$ cat src/rtl/fetch_stage_if.sv
// rtl/fetch_stage_if.sv - instruction-memory request/response bundle for fetch_stage
interface fetch_stage_if;
    logic        IMEM_REQ;
    logic [31:0] IMEM_ADDR;
    logic        IMEM_READY;
    logic [31:0] IMEM_RDATA;

    modport master (
        output IMEM_REQ,
        output IMEM_ADDR,
        input  IMEM_READY,
        input  IMEM_RDATA
    );

    modport slave (
        input  IMEM_REQ,
        input  IMEM_ADDR,
        output IMEM_READY,
        output IMEM_RDATA
    );
endinterface

$ cat src/rtl/fetch_stage.sv
// rtl/fetch_stage.sv - instruction fetch stage with IF/ID register; optional FETCH_STALL_COUNT_EN stall counter
module fetch_stage #(
    parameter logic [31:0] RESET_PC = 32'h0000_0000,
    parameter logic [31:0] PC_STEP  = 32'd4
) (
    input  logic                 clk,
    input  logic                 rst_n,
    input  logic                 STALL,
    input  logic                 BRANCH_TAKEN,
    input  logic [31:0]          BRANCH_TARGET,
    fetch_stage_if.master        imem,
    output logic [31:0]          INSTRUCTION,
    output logic [31:0]          PC_OUT,
    output logic [31:0]          PC_PLUS4,
    output logic                 HIT_OUT,
    output logic [31:0]          STALL_CYCLES
);

    typedef enum logic [1:0] {
        S_IDLE = 2'd0,
        S_REQ  = 2'd1,
        S_HOLD = 2'd2
    } state_t;

    state_t      state;
    state_t      state_next;

    logic [31:0] pc;
    logic [31:0] req_addr;
    logic        squash;
    logic [31:0] buf_instr;
    logic [31:0] buf_pc;
    logic        buf_valid;

    logic [31:0] target;
    logic [31:0] seq_addr;
    logic [31:0] redirect_addr;
    logic        accept;
    logic        drop;

    logic        take_mem;
    logic        take_buf;
    logic        capture;
    logic        bubble;
    logic        hit_next;
    logic        load_req_redirect;

    // Instruction words are word-aligned; the low address bits of a target are ignored.
    assign target        = BRANCH_TARGET & ~32'h3;
    assign seq_addr      = req_addr + PC_STEP;
    assign redirect_addr = BRANCH_TAKEN ? target : pc;
    assign accept        = (state == S_REQ) && imem.IMEM_READY;
    assign drop          = accept && (squash || BRANCH_TAKEN);

    // State register.
    always_ff @(posedge clk or negedge rst_n) begin
        if (!rst_n) begin
            state <= S_IDLE;
        end else begin
            state <= state_next;
        end
    end

    // Next-state selection; a stall parks the FSM in IDLE or HOLD so no new fetch starts.
    always_comb begin
        state_next = state;
        case (state)
            S_IDLE: begin
                if (!STALL) state_next = S_REQ;
            end
            S_REQ: begin
                if (accept) begin
                    if (drop) state_next = STALL ? S_IDLE : S_REQ;
                    else      state_next = STALL ? S_HOLD : S_REQ;
                end
            end
            S_HOLD: begin
                if (BRANCH_TAKEN || !STALL) state_next = STALL ? S_IDLE : S_REQ;
            end
            default: state_next = S_IDLE;
        endcase
    end

    // Bus outputs and datapath strobes derived from state and inputs.
    always_comb begin
        imem.IMEM_REQ     = (state == S_REQ);
        imem.IMEM_ADDR    = req_addr;
        take_mem          = accept && !drop && !STALL;
        take_buf          = (state == S_HOLD) && !BRANCH_TAKEN && !STALL;
        capture           = accept && !drop && STALL;
        bubble            = BRANCH_TAKEN
                          || ((state == S_REQ) && !imem.IMEM_READY && !STALL)
                          || (drop && !STALL)
                          || ((state == S_IDLE) && !STALL);
        load_req_redirect = !STALL && ((state == S_IDLE) || (state == S_HOLD) || drop);
        hit_next          = HIT_OUT;
        if (take_mem || take_buf) hit_next = 1'b1;
        else if (bubble)          hit_next = 1'b0;
    end

    // PC, request address, squash flag and skid buffer.
    always_ff @(posedge clk or negedge rst_n) begin
        if (!rst_n) begin
            pc        <= RESET_PC;
            req_addr  <= RESET_PC;
            squash    <= 1'b0;
            buf_instr <= 32'h0;
            buf_pc    <= 32'h0;
            buf_valid <= 1'b0;
        end else begin
            if (BRANCH_TAKEN)             pc <= target;
            else if (accept && !drop)     pc <= seq_addr;

            if (load_req_redirect)        req_addr <= redirect_addr;
            else if (take_mem)            req_addr <= seq_addr;

            // An in-flight request redirected before it completes must have its word discarded.
            if (accept)                   squash <= 1'b0;
            else if ((state == S_REQ) && BRANCH_TAKEN) squash <= 1'b1;

            if (capture) begin
                buf_instr <= imem.IMEM_RDATA;
                buf_pc    <= req_addr;
                buf_valid <= 1'b1;
            end else if (BRANCH_TAKEN || take_buf) begin
                buf_valid <= 1'b0;
            end
        end
    end

    // IF/ID pipeline register presented to decode.
    always_ff @(posedge clk or negedge rst_n) begin
        if (!rst_n) begin
            INSTRUCTION <= 32'h0;
            PC_OUT      <= 32'h0;
            PC_PLUS4    <= 32'h0;
            HIT_OUT     <= 1'b0;
        end else begin
            HIT_OUT <= hit_next;
            if (take_mem) begin
                INSTRUCTION <= imem.IMEM_RDATA;
                PC_OUT      <= req_addr;
                PC_PLUS4    <= seq_addr;
            end else if (take_buf && buf_valid) begin
                INSTRUCTION <= buf_instr;
                PC_OUT      <= buf_pc;
                PC_PLUS4    <= buf_pc + PC_STEP;
            end
        end
    end

`ifdef FETCH_STALL_COUNT_EN
    logic [31:0] stall_cnt;

    // Count cycles where decode gets a bubble because memory is slow or a fetch is being squashed.
    always_ff @(posedge clk or negedge rst_n) begin
        if (!rst_n) begin
            stall_cnt <= 32'h0;
        end else if (!hit_next && ((state == S_REQ) || squash) && (stall_cnt != 32'hFFFF_FFFF)) begin
            stall_cnt <= stall_cnt + 32'd1;
        end
    end

    assign STALL_CYCLES = stall_cnt;
`else
    assign STALL_CYCLES = 32'h0;
`endif

endmodule

$ cat src/flat_wrapper.sv
// flat-port wrapper written by rule: the top's interface ports become plain ports
module fetch_stage_flat 
#(
    parameter logic [31:0] RESET_PC = 32'h0000_0000,
    parameter logic [31:0] PC_STEP  = 32'd4
)
  (clk, rst_n, STALL, BRANCH_TAKEN, BRANCH_TARGET, INSTRUCTION, PC_OUT, PC_PLUS4, HIT_OUT, STALL_CYCLES, imem_IMEM_REQ, imem_IMEM_ADDR, imem_IMEM_READY, imem_IMEM_RDATA);
  fetch_stage_if imem_i ();
  input  logic clk;
  input  logic rst_n;
  input  logic STALL;
  input  logic BRANCH_TAKEN;
  input  logic [31:0] BRANCH_TARGET;
  output logic [31:0] INSTRUCTION;
  output logic [31:0] PC_OUT;
  output logic [31:0] PC_PLUS4;
  output logic HIT_OUT;
  output logic [31:0] STALL_CYCLES;
  output wire logic [$bits(imem_i.IMEM_REQ)-1:0] imem_IMEM_REQ;
  output wire logic [$bits(imem_i.IMEM_ADDR)-1:0] imem_IMEM_ADDR;
  input wire logic [$bits(imem_i.IMEM_READY)-1:0] imem_IMEM_READY;
  input wire logic [$bits(imem_i.IMEM_RDATA)-1:0] imem_IMEM_RDATA;
  assign imem_IMEM_REQ = imem_i.IMEM_REQ;
  assign imem_IMEM_ADDR = imem_i.IMEM_ADDR;
  assign imem_i.IMEM_READY = imem_IMEM_READY;
  assign imem_i.IMEM_RDATA = imem_IMEM_RDATA;
  fetch_stage #(.RESET_PC(RESET_PC), .PC_STEP(PC_STEP)) u_core (.clk(clk), .rst_n(rst_n), .STALL(STALL), .BRANCH_TAKEN(BRANCH_TAKEN), .BRANCH_TARGET(BRANCH_TARGET), .imem(imem_i), .INSTRUCTION(INSTRUCTION), .PC_OUT(PC_OUT), .PC_PLUS4(PC_PLUS4), .HIT_OUT(HIT_OUT), .STALL_CYCLES(STALL_CYCLES));
endmodule
$ cat config.mk
export PLATFORM = sky130hd
export DESIGN_NAME = fetch_stage_flat
export DESIGN_NICKNAME = d
export VERILOG_FILES = /design/src/rtl/fetch_stage_if.sv /design/src/rtl/fetch_stage.sv /design/src/flat_wrapper.sv
export SDC_FILE = /design/constraint.sdc
export NUM_CORES = 1
export LEC_CHECK = 0
export CORE_MARGIN = 2
export CORE_UTILIZATION = 52
export DETAILED_ROUTE_END_ITERATION = 6
export PLACE_DENSITY_LB_ADDON = 0.15
export SLEW_MARGIN = 20
export SYNTH_ARGS = -nofsm -noshare
export SYNTH_HDL_FRONTEND = slang
export SYNTH_SLANG_ARGS = --single-unit
$ cat constraint.sdc
create_clock -name clk -period 2.6 [get_ports clk]
set_input_delay 0.52 -clock clk [delete_from_list [all_inputs] [get_ports clk]]
set_output_delay 0.52 -clock clk [all_outputs]
set_load 0.05 [all_outputs]
== Word level (Yosys, flattened, before mapping) ==
Cells that the tools add are included.
Cells by class
  $add $sub $neg: 2
  muxes and demuxes: 24
  reduce and logical (&&, ||, !) cells: 35
  eq/ne operators: 5
Operators with widths (count)
  32-bit two-way mux: 11
  32-bit by 3-bit adder with 32-bit output (second input constant): 2
  1-bit logical AND: 14
  2-bit nonzero test: 6
  2-bit two-way mux: 5
  1-bit logical OR: 9
  1-bit two-way mux: 7
  2-bit one-hot mux with 3 select lines: 1
  1-bit logical NOT: 4
  2-bit by 1-bit != test with 1-bit output (second input constant): 2
  3-bit AND reduction: 1
  2-bit by 1-bit equality test with 1-bit output (second input constant): 1
  2-bit equality test (second input constant): 1
  2-bit logical NOT: 1
  2-bit != test (second input constant): 1
Storage, ports and cells
  register bits after elaboration: 229
  bits of input ports: 69
  logic and storage cells: 77
  output and inout port bits: 162

== Longest topological paths before layout ==
  depth in word-level cells: 8
  depth in mapped cells: 9
  gate-level depth less buffers: 6

== Worst setup path after synthesis ==
Ideal clock, no wire load.
  path type: register to register
  start point: reg u_core.req_addr[3], in the netlist u_core.imem.IMEM_ADDR[3]
  end point: reg u_core.req_addr[26], in the netlist u_core.imem.IMEM_ADDR[26]
  period minus slack after synthesis: 2.431 ns
  setup time: 0.143 ns
  path slack: 0.169 ns
  stages on the path, launching flop included: 8
  arrival: 2.288 ns
  required time: 2.457 ns
  cell sequence: dfrtp_1 -> ha_1 -> nand4_1 -> nor4_1 -> buf_2 -> nand4_1 -> xor2_1 -> o221ai_1
Between the ends
  word-level cells in the longest chain between the ends: 3
RTL lines
  from (decl): RTL line fetch_stage.sv:29  | logic [31:0] req_addr;
  from (signal assigned): RTL line fetch_stage.sv:114  | if (load_req_redirect) req_addr <= redirect_addr;
  from (signal assigned): RTL line fetch_stage.sv:115  | else if (take_mem) req_addr <= seq_addr;
  32-bit by 3-bit adder with 32-bit output: RTL line fetch_stage.sv:50  | assign seq_addr = req_addr + PC_STEP;
  32-bit two-way mux: RTL line fetch_stage.sv:115
  32-bit two-way mux: RTL line fetch_stage.sv:114
Every way passes these cells. The select of a mux whose other input is x is not followed.
A chain may end at the register's enable or synchronous reset.

== Worst setup path after layout ==
  start point: reg u_core.req_addr[14], in the netlist u_core.imem.IMEM_ADDR[14]
  end point: out imem_IMEM_ADDR[14]
RTL lines
  to (decl): RTL line flat_wrapper.sv:20  | output wire logic [$bits(imem_i.IMEM_ADDR)-1:0] imem_IMEM_ADDR;
No word-level cell between the ends.

==> qor.csv <==
stage;metric;value;unit
outcome;outcome;finished clean;
synthesis;synth.most_common_cell;dfrtp_1;
sta;slew_headroom;0.5497;
sta;maxClockFrequency;0.4029;GHz
cts;numCtsBuffers;24;
synthesis;synth_cell_types;62;
global_route;grt_pass1_vias;8793;
layout;area_growth;29.29;%
global_route;antenna_found_initial;1;
synthesis;seq_area_frac_synth;0.5182;
synthesis;synth_edf_count;0;
place;dp.cells;1505;
global_route;grt_pass1_wl;47.24;mm
routing;wl_per_cell;19.07;microns
worst_setup_path;critical-path-max-stage-delay;880;ps
cts;htree_levels;1;
floorplanning;initial_utilization;0.5264;
power_and_ir_drop;power_density;1059;nW/um^2
cts;cts_resized;0;
sta;finalHoldViolations;0;
layout;fill_cells;1642;
global_route;globalRouteTotalUtil;0.2664;
layout;final_cells;1547;
routing;dr.pass1.iters;7;
sta;setup_viol;0;
sta;rsz0062_at_grt;no;
floorplanning;die-area;22260;sq um
synthesis;synth_top_area_share;0.5182;
sta;finalCritPeriodShare;0.9547;
floorplanning;coreArea;20820;sq um
place;hpwlAfterDp;19.86;mm
routing;drtIter0Drc;504;
routing;viasPerCell;5.717;
synthesis;synthCells;1066;
cts;clockBufferDepth;3;
worst_setup_path;cp_max_fo;10;
sta;finalMaxSlewViolations;0;
floorplanning;die_w;149.2;microns
sta;fin_skew;8.350;ps
sta;tns;0;ps
layout;final_nets;1328;
power_and_ir_drop;max-vdd-ir-drop;0.7979;mV
synthesis;synth_area;10960;sq um
worst_setup_path;cp_data_required_time;2080;ps
layout;drive_gt1_frac;0.1313;
power_and_ir_drop;leakagePower;6.114;nW
cts;cts-root-buf;clkbuf_16;
global_route;grt-ovfl-total;0;
synthesis;yosysWarnings;0;
global_route;grt_max_degree;67;
synthesis;async_flop_share;1.000;
routing;drc;0;
synthesis;ys_ff_latch;227;
place;portBuffers;196;
worst_setup_path;crit_path_top_delay_cell;clkdlybuf4s50_1;
synthesis;synth.top_cells.by_count;dfrtp_1 (227), nor2_1 (150), nand2_1 (75), o22ai_1 (72), mux2i_1 (61);
worst_setup_path;worstPathArrival;1960;ps
synthesis;synthTopCellsByArea;dfrtp_1 (52%), mux2i_1 (5.6%), mux2_2 (5.4%), nor2_1 (5.1%), o22ai_1 (4.1%);
routing;dr_total_vias;8844;
routing;ant_nets;0;
place;routabilityCongestion;0.8421;
floorplanning;ios;231;
worst_setup_path;cp.buffers_inverters;1;
cts;cts_hold_buf;1;
floorplanning;die_h;149.2;microns
routing;routed_wl;29.49;mm
synthesis;synth_ff_type;dfrtp_1;
worst_setup_path;setup.worst_path.start_class;flip-flop;
sta;holdWs;406.3;ps
cts;clk_pin_slew;60;ps
worst_setup_path;end_kind;output pin;
synthesis;avgSynthCellArea;10.28;sq um
worst_hold_path;hold_path_class;input pin to flip-flop;
worst_setup_path;crit_family;buffers and inverters;
sta;worstMarginPinSlew;675.5;ps
flow_run;maxCapViolations;0;
worst_setup_path;crit_chain;clkdlybuf4s50_1;
power_and_ir_drop;power.total;15.01;mW
sta;period_needed;2482;ps
layout;diodes;0;
cts;cts_sinks;227;
floorplanning;row_count;53;
worst_setup_path;worst-setup-path-type;flip-flop to output pin;
cts;cts_setup_buffers;0;
synthesis;synth_top_cell_by_area;dfrtp_1;
cts;cts_tree;built;
cts;insertion_delay;520;ps
## tightest hold or removal path, delay by kind of cell
kind                   cells  cell delay (ps)
AOI/OAI and AO/OA          1              100
and+or+nand+nor            1              140
buffers and inverters      1              110
## layout make-up
class / instances / area [sq um] / share of cell area
flip-flops and latches: 227 / 5680 / 0.4008
multi-input cells: 744 / 4760 / 0.3358
repair buffers: 248 / 2527 / 0.1783
clock buffers: 37 / 770.7 / 0.05438
well taps: 275 / 344.1 / 0.02428
clock inverters: 4 / 45.04 / 0.003178
inverters: 12 / 45.04 / 0.003178
## power breakdown
part	switching, mW	internal, mW
registers	0.976	4.63
logic	3.75	2.16
clock network	1.37	2.12
## kinds of logic after synthesis
| logic type | share of synthesized area |
|---|---|
| buf+inv | 0.06049 |
| other cells | 0.0003421 |
| simple gates | 0.1428 |
| compound gates | 0.1242 |
| fa+ha+maj | 0.002282 |
| mux | 0.1173 |
| flops | 0.5182 |
| xor+xnor | 0.03436 |
## final timing paths
path                                                  startpoint                               endpoint  slack, ps  cells after the start
setup / recovery           u_core.imem.IMEM_ADDR[14]$_DFFE_PN0P_                     imem_IMEM_ADDR[14]        120                      1
hold / removal                                      BRANCH_TAKEN           u_core.buf_valid$_DFFE_PN0P_        410                      3
setup reg to reg            u_core.imem.IMEM_ADDR[2]$_DFFE_PN0P_  u_core.imem.IMEM_ADDR[28]$_DFFE_PN0P_        380                      7
hold reg to reg                         u_core.pc[4]$_DFFE_PN0P_               u_core.pc[4]$_DFFE_PN0P_        490                      2
max in group asynchronous                                  rst_n           u_core.buf_valid$_DFFE_PN0P_       1320                      3
min in group asynchronous                                  rst_n       u_core.buf_instr[25]$_DFFE_PN0P_        550                      2
## cells in the final DEF (no fill, tap or decap), drive strengths merged, types with 8 or more instances in the layout
cell	n
dfrtp	227
mux2	60
buf	54
nand4	23
nand2b	8
nor2	150
clkbuf	37
inv	12
clkdlybuf4s50	193
nand2	75
nand3	24
mux2i	61
nor4	13
o22ai	72
o221ai	15
xor2	24
a21oi	19
o21ai	59
nor3	18
xnor2	19
conb	32
## per-stage QoR
step	utilization	cell area [sq um]	setup slack, ps
final	0.6806	14170	117.8
after global routing	0.6806	14170	79.42
after CTS	0.6806	14170	117.9
after detailed placement	0.6410	13350	109.6
after global placement	0.6410	13350	177.0
after floorplan	-	11080	168.6
## per-layer routing
layer / global-route usage / vias up / part of all wire / wire, microns
met5: 0 / - / 0.00044 / 13
met2: 0.4316 / 296 / 0.47 / 13800
li1: - / 4130 / - / -
met1: 0.3563 / 4360 / 0.43 / 12670
met3: 0.06544 / 56 / 0.077 / 2280
met4: 0.08190 / 2 / 0.025 / 726
## state kept, by name (all words and copies together), names as in the netlist
signal,count
u_core.buf_pc,32
u_core.PC_PLUS4,32
u_core.PC_OUT,30
u_core.squash,1
u_core.buf_valid,1
u_core.buf_instr,32
u_core.pc,32
u_core.INSTRUCTION,32
u_core.state,2
u_core.imem.IMEM_ADDR,32
u_core.HIT_OUT,1
Note: power is estimated with default switching activity, not from simulation.
==> variant 1 (same flow settings) <==
The option `FETCH_STALL_COUNT_EN` is turned on by a define.
--- a/src/rtl/fetch_stage.sv
+++ b/src/rtl/fetch_stage.sv
@@ -1,3 +1,5 @@
 // rtl/fetch_stage.sv - instruction fetch stage with IF/ID register; optional FETCH_STALL_COUNT_EN stall counter
+`define FETCH_STALL_COUNT_EN
+
 module fetch_stage #(
     parameter logic [31:0] RESET_PC = 32'h0000_0000,
Check against the original RTL: not equivalent (Yosys sat finds a counterexample within 4 cycles, from zero or initial values and one cycle with rst_n low).
==> variant 1 against the unedited design <==
- synthesized area up 12%
- critical path depth unchanged
- power up 18%
- setup slack better by 0.018 ns
- largest cell class unchanged
- routed wire length up 14%
- via count up 14%
- first-iteration DRC count up 37%
- fmax up 0.73%
- global-route usage up 0.34 points
- sequential cell count up 32
- design area up 13%
==> variant 1: results (changes against the unedited design) <==
stage;metric;value;unit;change
clocking;post-cts resize count;0;;unchanged
power_and_ir_drop;Static Leak;6.95;nW;was 6.11 nW
placed_design;Final HPWL DP;22.4;mm;was 19.9 mm
worst_setup_path;r2r startpoint;u_core.imem.IMEM_ADDR[2];;unchanged
synth;post-synthesis sequential area ratio;0.528;;was 0.518
routing;Pre-antenna DRT Iters;5;;was 7
worst_setup_path;RR Endpoint;u_core.imem.IMEM_ADDR[28];;unchanged
clocking;cts bufs inserted;28;;was 24
timing;Fin Clk Skew;0.0113;ns;was 0.00835 ns
timing;hold_ws;0.473;ns;was 0.406 ns
worst_setup_path;flop2flop setup slack;0.36;ns;was 0.38 ns
power_and_ir_drop;maximum vdd drop;0.750;mV;was 0.798 mV
worst_hold_path;Min-Delay Path Depth;2;;was 3
finish;share of layout cells above drive strength 1;0.146;;was 0.131
routing;initial drt markers;689;;was 504
synth;Netlist cell types;62;;unchanged
synth;Post-synth top cells;dfrtp_1 (259), nand2_1 (142), nor2_1 (139), mux2_2 (79);;was dfrtp_1 (227), nor2_1 (150), nand2_1 (75), o22ai_1 (72), mux2i_1 (61)
synth;Syn. warnings;0;;unchanged
worst_setup_path;cell at the slowest stage of the critical path;clkdlybuf4s50_1;;unchanged
worst_setup_path;CP top delay family;buffers and inverters;;unchanged
worst_setup_path;CP max stage delay;0.87;ns;
placed_design;pre-CTS setup slack;-0.158;ns;was 0.110 ns
global_route;largest net degree at the start of global routing;69;;was 67
synth;Primary FF master, synth;dfrtp_1;;unchanged
placed_design;number of port buffers;228;;was 196
placed_design;GPL Wtd Cong;0.828;;was 0.842
worst_setup_path;reg2reg path depth;7;;unchanged
routing;Routed WL;33.6;mm;was 29.5 mm
global_route;initial antenna violation count;2;;was 1
finish;nets;1485;;was 1328
clocking;H-tree depth;1;;unchanged
clocking;Clock transition at path regs;0.06;ns;about the same
worst_hold_path;HP Class;flop to flop;;was input pin to flop
global_route;GRT Overall Usage;0.270;;was 0.266
synth;asr flop ratio synth;1.00;;unchanged
global_route;first-pass GRT wire length;52.9;mm;was 47.2 mm
clocking;worst skew pair latency;0.54;ns;was 0.52 ns
synth;ranking of synthesized cells by area;dfrtp_1 (53%), mux2_2 (7.2%), nand2_1 (4.3%);;was dfrtp_1 (52%), mux2i_1 (5.6%), mux2_2 (5.4%)
clocking;postcts setup bufs;0;;unchanged
run_status;status;finished, final reports clean;;unchanged
timing;fmax;406;MHz;was 403 MHz
routing;vias;10100;;was 8844
worst_hold_path;worst hold start;u_core.INSTRUCTION[29];;was BRANCH_TAKEN
worst_setup_path;WP data arrival;1.94;ns;was 1.96 ns
placed_design;DP Area;15100;um2;was 13300 um2
clocking;hold_buf cts;1;;unchanged
finish;fill cell count;1817;;was 1642
timing;worst slew pin tran;1.02;ns;was 0.675 ns
worst_hold_path;hold path endpoint;u_core.INSTRUCTION[29];;was u_core.buf_valid
-- variant 1: area by class of cell --
type                            count  area [um2]  share of cell area
Inverter                            6        22.5             0.00140
Sequential cell                   259        6480               0.403
Clock inverter                     11         133             0.00825
Multi-Input combinational cell    835        5400               0.336
Tap cell                          319         399              0.0248
Clock buffer                       40         817              0.0508
Timing Repair Buffer              283        2830               0.176
-- variant 1: logic make-up (layout without fill, tap and decap cells) --
group,Yosys count,in the layout,synth area share
simple gates,425,425,0.166
flops,259,259,0.528
compound gates,219,219,0.116
mux,104,104,0.0933
buf+inv,85,340,0.0340
xor+xnor,84,84,0.0600
fa+ha+maj,3,3,0.00306
-- variant 1: worst max-delay path by stage --
stage | startpoint | end | cells past startpoint
2_1_floorplan | u_core.state[0] | u_core.STALL_CYCLES[14] | 7
3_3_place_gp | imem_IMEM_READY | u_core.imem.IMEM_ADDR[11] | 7
3_5_place_dp | imem_IMEM_READY | u_core.imem.IMEM_ADDR[11] | 7
4_1_cts | u_core.imem.IMEM_ADDR[7] | imem_IMEM_ADDR[7] | 1
5_1_grt | u_core.imem.IMEM_ADDR[14] | imem_IMEM_ADDR[14] | 1
6_report | u_core.imem.IMEM_ADDR[26] | imem_IMEM_ADDR[26] | 1
-- variant 1: metal layers --
layer  up-vias  wire, um  part of all wire  track usage
met3        63      2630             0.078       0.0630
met1      5000     14600              0.43        0.376
met5         -        13           0.00039            0
met4         2       764             0.023       0.0762
li1       4648         -                 -            -
met2       362     15600              0.47        0.425
-- variant 1: where the power goes --
| part | leakage (nW) | internal (mW) | total, mW | switching [mW] |
|---|---|---|---|---|
| combinational | 3.27 | 2.61 | 7.16 | 4.55 |
| sequential | 3.21 | 5.34 | 6.47 | 1.13 |
| clock | 0.470 | 2.47 | 4.10 | 1.62 |
-- variant 1: through the flow --
step / TNS (ns) / std cells
final: 0 / 1753
after global routing: 0 / 1753
after CTS: 0 / 1753
after detailed placement: -0.450 / 1701
after global placement: -0.142 / 1701
after floorplan: 0 / 1179
==> variant 2 (same flow settings) <==
Made on the original files. Add an input register stage for `BRANCH_TARGET`; this delays it by one clock. The other inputs are not delayed to match.
--- a/src/rtl/fetch_stage.sv
+++ b/src/rtl/fetch_stage.sv
@@ -22,4 +22,10 @@
         S_HOLD = 2'd2
     } state_t;
+
+    logic [31:0] BRANCH_TARGET_q;
+
+    always_ff @(posedge clk) begin
+        BRANCH_TARGET_q <= BRANCH_TARGET;
+    end
 
     state_t      state;
@@ -47,5 +53,5 @@
 
     // Instruction words are word-aligned; the low address bits of a target are ignored.
-    assign target        = BRANCH_TARGET & ~32'h3;
+    assign target        = BRANCH_TARGET_q & ~32'h3;
     assign seq_addr      = req_addr + PC_STEP;
     assign redirect_addr = BRANCH_TAKEN ? target : pc;
Function: changed (a bounded check fails within 4 cycles, from zero or initial values and one cycle with rst_n low).
==> variant 2 against the unedited design <==
- via count increased by 8.0%
- sequential cell count up 30
- design area up 5.3%
- synthesized cell count increased by 5.4%
- count of clock-buffer cells in the layout up 5
- power up 5.0%
- combinational power is essentially flat
- routed wire length up 8.4%
- synthesized area increased by 6.0%
- setup slack worse by 0.068 ns
- global-route usage barely moved
==> variant 2: results (changes against the unedited design) <==
stage;metric;value;unit;change
synth;post-synthesis sequential area ratio;0.540;;was 0.518
finish;share of layout cells above drive strength 1;0.133;;was 0.131
routing;initial drt markers;568;;was 504
power_and_ir_drop;maximum vdd drop;0.692;mV;was 0.798 mV
power_and_ir_drop;combinational share of power;0.374;;was 0.394
global_route;GRT Overall Usage;0.267;;was 0.266
routing;Routed WL;32.0;mm;was 29.5 mm
power_and_ir_drop;switching share of power;0.408;;was 0.406
routing;Pre-antenna DRT Iters;5;;was 7
placed_design;GPL Wtd Cong;0.869;;was 0.842
global_route;largest net degree at the start of global routing;62;;was 67
clocking;worst skew pair latency;0.55;ns;was 0.52 ns
finish;ANT cells;0;;unchanged
timing;Fin Clk Skew;0.0118;ns;was 0.00835 ns
synth;top cell type's share of synthesized area;0.489;;was 0.518
timing;Rel. slew slack;0.425;;was 0.550
synth;Netlist cell types;59;;was 62
worst_setup_path;WP data arrival;2.03;ns;was 1.96 ns
placed_design;DP Area;14100;um2;was 13300 um2
clocking;cts bufs inserted;27;;was 24
run_status;status;finished, final reports clean;;unchanged
global_route;vias in the first global route;9384;;was 8793
synth;Post-synth top cells;dfrtp_1 (227), nor2_1 (168), o22ai_1 (72), o21ai_0 (71), nand2_1 (69);;was dfrtp_1 (227), nor2_1 (150), nand2_1 (75), o22ai_1 (72), mux2i_1 (61)
placed_design;pre-CTS setup slack;0.00462;ns;was 0.110 ns
finish;Final Non-Filler Cells;1619;;was 1547
## variant 2: cells by family after synthesis
group	count (synthesis)	share of synthesized area
xor gates and xnor gates	44	0.0332
buffers and inverters	124	0.0534
DFF	257	0.540
other	1	0.000323
and+or+nand+nor	353	0.142
muxes	100	0.0931
adders and majority gates	2	0.00215
AOI/OAI and AO/OA	243	0.136
## variant 2: path summary, 6_finish.rpt
| kind | startpoint | to | slack, ns |
|---|---|---|---|
| max in group asynchronous | rst_n | u_core.INSTRUCTION[14] | 1.44 |
| min in group asynchronous | rst_n | u_core.buf_pc[13] | 0.49 |
| worst max register to register | u_core.buf_pc[3] | u_core.PC_PLUS4[20] | 0.31 |
| worst max-delay path | u_core.imem.IMEM_ADDR[17] | imem_IMEM_ADDR[17] | 0.05 |
| worst min-delay path | BRANCH_TARGET[5] | u_core.BRANCH_TARGET_q[5] | 0.41 |
| worst min register to register | u_core.BRANCH_TARGET_q[5] | u_core.pc[5] | 0.46 |
## variant 2: area by class of cell
cell class                      count  area (um2)
Fill cell                        1737        6970
Sequential cell                   257        6280
Multi-Input combinational cell    774        4860
Clock inverter                      8        58.8
Clock buffer                       42         782
Timing Repair Buffer              252        2570
Inverter                            6        22.5
Tap cell                          280         350
## variant 2: per-layer routing
layer,GRT usage,wire length [um],vias up
li1,-,-,4352
met1,0.367,13600,4781
met2,0.420,14800,365
met3,0.0744,2830,51
met4,0.0734,755,2
met5,0,13,-
## variant 2: what timing repair did
item	4_1_cts	5_1_grt
pin swaps	0	0
resized for setup	1	1
hold endpoints to repair	50	0
hold buffers	1	0
setup endpoints to repair	1	1
setup buffers	0	0
